$ cat src/rtl/contador_credito.sv
// Credit counter for the coffee-machine datapath: accumulates coin credit,
// serves purchases at a fixed price and offers change through a valid/ack handshake.
//
// state  | meaning
// IDLE   | accepting coins, purchase and cancel requests
// SERVIR | one-cycle dispense pulse after an accepted purchase
// VUELTO | change offered on vuelto, waiting for vuelto_ack
module contador_credito #(
    parameter int N       = 4,
    parameter int VALOR_A = 1,
    parameter int VALOR_B = 5,
    parameter int PRECIO  = 3
) (
    input  logic         clk,
    input  logic         reset,
    input  logic         moneda100,
    input  logic         moneda500,
    input  logic         comprar,
    input  logic         cancelar,
    input  logic         vuelto_ack,
    output logic [N-1:0] estado,
    output logic         listo,
    output logic         servir,
    output logic [N-1:0] vuelto,
    output logic         vuelto_valido,
    output logic         rechazo,
    output logic         insuficiente,
    output logic         saturado
);

    typedef enum logic [1:0] {
        IDLE   = 2'd0,
        SERVIR = 2'd1,
        VUELTO = 2'd2
    } fsm_t;

    // Two guard bits so that MAX plus both coin values can never wrap.
    localparam logic [N+1:0] MAX_W = (N+2)'((2 ** N) - 1);
    localparam logic [N+1:0] VA    = (N+2)'(VALOR_A);
    localparam logic [N+1:0] VB    = (N+2)'(VALOR_B);
    localparam logic [N-1:0] PR    = N'(PRECIO);

    fsm_t         fsm, fsm_sig;
    logic         m100_prev, m500_prev;
    logic         flanco_a, flanco_b, hay_flanco;
    logic         acepta_monedas;
    logic [N+1:0] suma;
    logic [N-1:0] estado_sig, vuelto_sig;
    logic         vv_sig, servir_sig, rechazo_sig, insuf_sig, sat_sig;

    assign flanco_a   = moneda100 & ~m100_prev;
    assign flanco_b   = moneda500 & ~m500_prev;
    assign hay_flanco = flanco_a | flanco_b;
    assign suma       = {2'b00, estado} + (flanco_a ? VA : '0) + (flanco_b ? VB : '0);
    assign listo      = (estado >= PR) && (fsm == IDLE);

    always_comb begin
        fsm_sig        = fsm;
        estado_sig     = estado;
        vuelto_sig     = vuelto;
        vv_sig         = vuelto_valido;
        servir_sig     = 1'b0;
        rechazo_sig    = 1'b0;
        insuf_sig      = 1'b0;
        sat_sig        = 1'b0;
        acepta_monedas = 1'b0;

        case (fsm)
            IDLE: begin
                if (cancelar && (estado != '0)) begin
                    vuelto_sig  = estado;
                    vv_sig      = 1'b1;
                    fsm_sig     = VUELTO;
                    rechazo_sig = hay_flanco;
                end else if (cancelar) begin
                    acepta_monedas = 1'b1;
                end else if (comprar && (estado >= PR)) begin
                    estado_sig  = estado - PR;
                    servir_sig  = 1'b1;
                    fsm_sig     = SERVIR;
                    rechazo_sig = hay_flanco;
                end else begin
                    insuf_sig      = comprar;
                    acepta_monedas = 1'b1;
                end
            end
            SERVIR: begin
                rechazo_sig = hay_flanco;
                if (estado != '0) begin
                    vuelto_sig = estado;
                    vv_sig     = 1'b1;
                    fsm_sig    = VUELTO;
                end else begin
                    fsm_sig = IDLE;
                end
            end
            VUELTO: begin
                rechazo_sig = hay_flanco;
                if (vuelto_ack) begin
                    estado_sig = '0;
                    vv_sig     = 1'b0;
                    fsm_sig    = IDLE;
                end
            end
            default: begin
                fsm_sig = IDLE;
            end
        endcase

        if (acepta_monedas && hay_flanco) begin
            if (suma > MAX_W) begin
                estado_sig = {N{1'b1}};
                sat_sig    = 1'b1;
            end else begin
                estado_sig = suma[N-1:0];
            end
        end
    end

    always_ff @(posedge clk) begin
        if (reset) begin
            fsm           <= IDLE;
            estado        <= '0;
            vuelto        <= '0;
            vuelto_valido <= 1'b0;
            servir        <= 1'b0;
            rechazo       <= 1'b0;
            insuficiente  <= 1'b0;
            saturado      <= 1'b0;
            // A coin already high at release must not count as an edge.
            m100_prev     <= moneda100;
            m500_prev     <= moneda500;
        end else begin
            fsm           <= fsm_sig;
            estado        <= estado_sig;
            vuelto        <= vuelto_sig;
            vuelto_valido <= vv_sig;
            servir        <= servir_sig;
            rechazo       <= rechazo_sig;
            insuficiente  <= insuf_sig;
            saturado      <= sat_sig;
            m100_prev     <= moneda100;
            m500_prev     <= moneda500;
        end
    end

endmodule

$ cat config.mk
export PLATFORM = sky130hd
export DESIGN_NAME = contador_credito
export DESIGN_NICKNAME = d
export VERILOG_FILES = /design/src/rtl/contador_credito.sv
export SDC_FILE = /design/constraint.sdc
export NUM_CORES = 1
export LEC_CHECK = 0
export BUFFER_PORTS_ARGS = -buffer_cell sky130_fd_sc_hd__buf_2
export CAP_MARGIN = 0
export CELL_PAD_IN_SITES_DETAIL_PLACEMENT = 0
export CELL_PAD_IN_SITES_GLOBAL_PLACEMENT = 1
export CORE_MARGIN = 2
export CORE_UTILIZATION = 39
export CTS_BUF_LIST = sky130_fd_sc_hd__clkbuf_16
export CTS_CLUSTER_DIAMETER = 40
export DETAILED_ROUTE_END_ITERATION = 10
export MAX_ROUTING_LAYER = met4
export PLACE_DENSITY_LB_ADDON = 0.2
export REMOVE_ABC_BUFFERS = 1
export SLEW_MARGIN = 20
export SYNTH_ARGS = -nofsm -noshare
export SYNTH_HDL_FRONTEND = slang
export SYNTH_SLANG_ARGS = --single-unit
export TNS_END_PERCENT = 100
$ cat constraint.sdc
create_clock -name clk -period 2.45 [get_ports clk]
set_clock_uncertainty 0.15 [all_clocks]
set_input_delay 0.1225 -clock clk [delete_from_list [all_inputs] [get_ports clk]]
set_output_delay 0.1225 -clock clk [all_outputs]
set_load 0.01 [all_outputs]
# == After elaboration in Yosys (flattened, before gate mapping) ==
# Cells that the tools add are included.
# totals
reg_bits,17
inputBits,7
output_inout_bits,14
word_cells,82
# op_classes
n_addsub,3
order_cmp,2
n_eq_ne,11
mux,32
bitwise,7
n_reduce_logical,17
# ops
operator,count
2-to-1 mux 4 bit,8
one-hot mux 4 bit (2 select lines),2
2-to-1 mux 1 bit,13
2-to-1 mux 2 bit,5
"inequality test 3 x 2 -> 1 bit, second input constant",3
adder 5 x 3 -> 6 bit,1
"greater-than comparator 6 x 4 -> 1 bit, second input constant",1
"inequality test 3 x 1 -> 1 bit, second input constant",2
one-hot mux 2 bit (3 select lines),1
AND reduction 3 bit,2
nonzero test 3 bit,2
adder 4 x 1 -> 5 bit,1
AND reduction 5 bit,1
OR reduction 5 bit,1
"greater-or-equal comparator 4 x 2 -> 1 bit, second input constant",1
logical AND 1 bit,4
"inequality test 2 bit, second input constant",2
inverter 1 bit,4
AND reduction 4 bit,1
nonzero test 4 bit,1
OR reduction 2 bit,2
OR reduction 4 bit,1
"subtractor 4 x 2 -> 4 bit, second input constant",1
2-to-1 mux 3 bit,1
other kinds (10),11

# == Depth between registers and ports, before layout ==
# logic_depth
ltp_word,9
mapped_depth,9
ltp_nobuf,9

# == Worst setup path before layout ==
# OpenSTA, ideal clock, no wires.
# synth_timing
kind,register to register
from,reg estado[0]
to,reg estado[3]
setup_ns,0.088
arrival_time_ns,1.848
required_ns,2.212
slack_ns,0.364
stages_incl_launch_ff,8
n_path_buf,0
period_less_slack_ns,2.086
cell_sequence,dfxtp_1 > inv_1 > ha_1 > nor3b_2 > o221ai_2 > nor2_4 > or3_1 > a311oi_2
# synth_between
elab_chain_len,9
word_cells_on_any_way,25
cone_classes,add/sub: 3; order compare: 2; eq/ne: 4; mux: 10; reduce/logical: 6
# synth_rtl
item,line,source
"start, declared",21,"output logic [N-1:0] estado,"
"start signal, assigned",135,estado <= estado_sig;
branches (longest 9 deep; another with adder 5 x 3 -> 6 bit),n/a,
# Several ways; the timed one is not identified. The select of a mux whose other input is x is not followed.
# A chain may end at the register's enable or synchronous reset.

# == Worst setup path after layout ==
# Same ends and word-level chain as after synthesis.

==> impl_metrics.toml <==
[timing]
post-route-period-util_pct = 89.3
max_freq_mhz = 457
unrepaired_setup_endpoints_after_global_routing = "no"
final_hold_viol_count = 0
maxSlewHeadroom_pct = 70.7
timing_worst_slew_pin_value_ns = 0.437
post-route-min-period_ns = 2.19
total_count_of_max_transition_violations_in_the_final_report = 0
final-setup-viol-count = 0
setup-tns-final_ns = 0

[worst_setup_path]
cp-startpoint = "estado[0]"
regToRegStartpoint = "estado[0]"
arrival_time_worst_endpoint_ns = 2.20
ff2ff_path_depth = 7
timing.critical_path.to_type = "flip-flop"
worstPathBufferInverterCount = 1
crit_cells = 7
slowest_stage = "dfxtp_1"
timing.critical_path.required_ns = 2.47
critical_path.startpoint_type = "flip-flop"
slowest_delay_ns = 0.43
worst_path_dominant_cell_family = "simple AND/OR/NAND/NOR gates"
timing.setup.critical_path_class = "flip-flop to flip-flop"
ordered_list_of_cells_on_the_worst_path = "inv_1, ha_1, nor3b_2, o221ai_2, nor2_4, or3_1, a311oi_2"
critical_path_peak_fanout = 8

[routing]
wl_mm = 1.95
routedWlPerCell_um = 11.8
via_per_inst = 5.11
dr_total_vias = 848
first_iter_violations = 8
route.antenna.remaining_nets = 0
drc = 0
drt-pass1-iter-count = 4

[finish]
layout_common_cells = "buf_2 (20), dfxtp_1 (17), nor2_1 (12)"
antenna-diode-count = 0
proportion_of_layout_cells_with_a_drive_suffix_above_1_pct = 22.1
fillCellCount = 247
utilization_pct = 49.7
layout.nets = 153
area.growth.synth_to_final_pct = 22.9
layout.cells.most_common = "buf_2"

[yosys]
netlist_area_before_placement_um2 = 985
netlist.area_leader.share_pct = 34.6
syn_avg_cell_area_um2 = 8.79
synth-seq-area-share_pct = 34.6
synth_cell_types = 32
synth.area.top_cells = "dfxtp_1 (35%), ha_1 (10%), mux2i_1 (6.1%)"
ys_ff_latch = 17
synth-warning-count = 0
syn_inst = 112
synth_top_cell_by_area = "dfxtp_1"

[floorplan]
io_pins = 21
start_util_pct = 40.5
die-height_um = 54.2
dieWidth_um = 54.2
core_area_um2 = 2430
die_area_um2 = 2940
floorplan.rows = 18

[job]
timing.max_cap.violations = 0

[clock_network]
clk_root_buffer_cell = "clkbuf_16"
cts.htree.levels = 1
cts_resized = 0
postCtsSetupRepairBufs = 0
clockBufferDepth = 2
clkLatencyLatePin_ns = 0.25
cts_made_buffers = 3
clkSinkCount = 17
path_clk_slew_ns = 0.05
tritoncts_clock_tree = "yes"

[global_routing]
grt_max_degree = 15
grt_first_pass_wirelength_mm = 3.30
grt_util_all_layers_pct = 16.5
gr-total-overflow = 0
antenna_found_initial = 0
first_global_vias = 751

[hold_path]
hold_path_class = "primary input to flip-flop"
min_path_cells = 2
timing.hold.worst.start = "reset"

[placed_design]
place.port_buffers = 20
gp_congestion = 0.792
final_hpwl_from_detailed_placement_mm = 1.50

[power]
internal_power_uw = 872
p_per_area_nw_per_um2 = 1170
max-vdd-ir-drop_uv = 515
seqPwrFrac_pct = 27.8
power.leakage_uw = 0.000567
switching_share_pct = 38.6
power.clock.fraction_pct = 23.0
net-switching-power_uw = 548
comb_power_share_pct = 49.2

[status]
outcome = "completed"
worst reg2reg max path: stages, from the launching register on:
cell	delay (ns)
dfxtp_1	0.43
inv_1	0.12
ha_1	0.20
nor3b_2	0.19
o221ai_2	0.32
nor2_4	0.11
or3_1	0.37
a311oi_2	0.22
area by class of cell:
class | instances | area (µm²) | area share [%]
multi-input cells | 82 | 587 | 48.5
inverters | 10 | 37.5 | 3.10
flip-flops and latches | 17 | 340 | 28.1
well taps | 30 | 37.5 | 3.10
repair buffers | 23 | 128 | 10.5
clock inverters | 1 | 5.00 | 0.414
clock buffers | 3 | 75.1 | 6.20
timing repair:
item	4_1_cts	5_1_grt
endpoints found under the hold margin	2	0
hold buffers	2	0
setup endpoints to repair	0	0
final timing paths:
| kind | end | slack (ns) |
|---|---|---|
| setup / recovery | estado[3] | 0.26 |
| setup reg to reg | estado[3] | 0.26 |
| hold reg to reg | vuelto[3] | 0.34 |
| hold / removal | vuelto[0] | 0.07 |
metal layers:
layer / vias up / track usage (%) / wire length, µm
met5: - / - / 0
met4: 0 / 8.75 / 46
met3: 5 / 4.10 / 74
met2: 13 / 25.1 / 893
met1: 386 / 19.9 / 940
li1: 444 / - / -
logic make-up (layout without fill, tap and decap cells):
kind of cell	after synthesis	after routing	synth area share (%)
AOI/OAI and AO/OA	20	20	15.0
DFF	17	17	34.6
and+or+nand+nor	45	45	24.5
buffers and inverters	13	37	5.84
adders and majority gates	9	9	12.2
xor gates and xnor gates	2	2	1.78
muxes	6	6	6.10
power groups by stage:
stage | sequential [µW] | clock (µW) | combinational (µW)
6_report | 395 | 326 | 699
5_1_grt | 408 | 347 | 789
4_1_cts | 397 | 336 | 709
3_5_place_dp | 402 | 0 | 702
3_3_place_gp | 402 | 0 | 708
2_1_floorplan | 420 | 0 | 499
Yosys cell counts:
| cell type | n |
|---|---|
| fa_1 | 1 |
| a21o_1 | 1 |
| nor2b_1 | 1 |
| nand2_1 | 4 |
| or3_1 | 2 |
| dfxtp_1 | 17 |
| inv_1 | 10 |
| buf_6 | 1 |
| nor4_1 | 2 |
| o21ai_0 | 2 |
| nor3_1 | 3 |
| buf_2 | 1 |
| a221oi_1 | 1 |
| xor2_1 | 1 |
| a21boi_0 | 1 |
| o22a_4 | 1 |
| clkbuf_1 | 1 |
| mux2i_1 | 6 |
| a21oi_1 | 9 |
| a311oi_2 | 1 |
| xnor2_1 | 1 |
| nor2_1 | 12 |
| nand2b_1 | 8 |
| o22ai_1 | 1 |
| nor2_4 | 1 |
| ha_1 | 8 |
| nand3b_1 | 1 |
| nand3_1 | 7 |
| and2_1 | 3 |
| o221ai_2 | 1 |
| o211ai_1 | 2 |
| nor3b_2 | 1 |
sequential cells by signal, indices dropped and copies added (netlist names):
register       count
vuelto             4
estado             4
saturado           1
m100_prev          1
m500_prev          1
fsm                2
servir             1
rechazo            1
insuficiente       1
vuelto_valido      1
stage by stage:
step | worst slack, ns | hold slack [ns] | std cells | total power, µW | area, µm²
2_1_floorplan | 0.364 | 0.000217 | 109 | 920 | 965
3_3_place_gp | 0.277 | 0.0909 | 160 | 1110 | 1110
3_5_place_dp | 0.287 | 0.0930 | 160 | 1100 | 1110
4_1_cts | 0.245 | 0.0703 | 166 | 1440 | 1210
5_1_grt | 0.0988 | 0.0830 | 166 | 1540 | 1210
6_report | 0.263 | 0.0699 | 166 | 1420 | 1210
No activity file was read; power rests on OpenSTA's default activity.
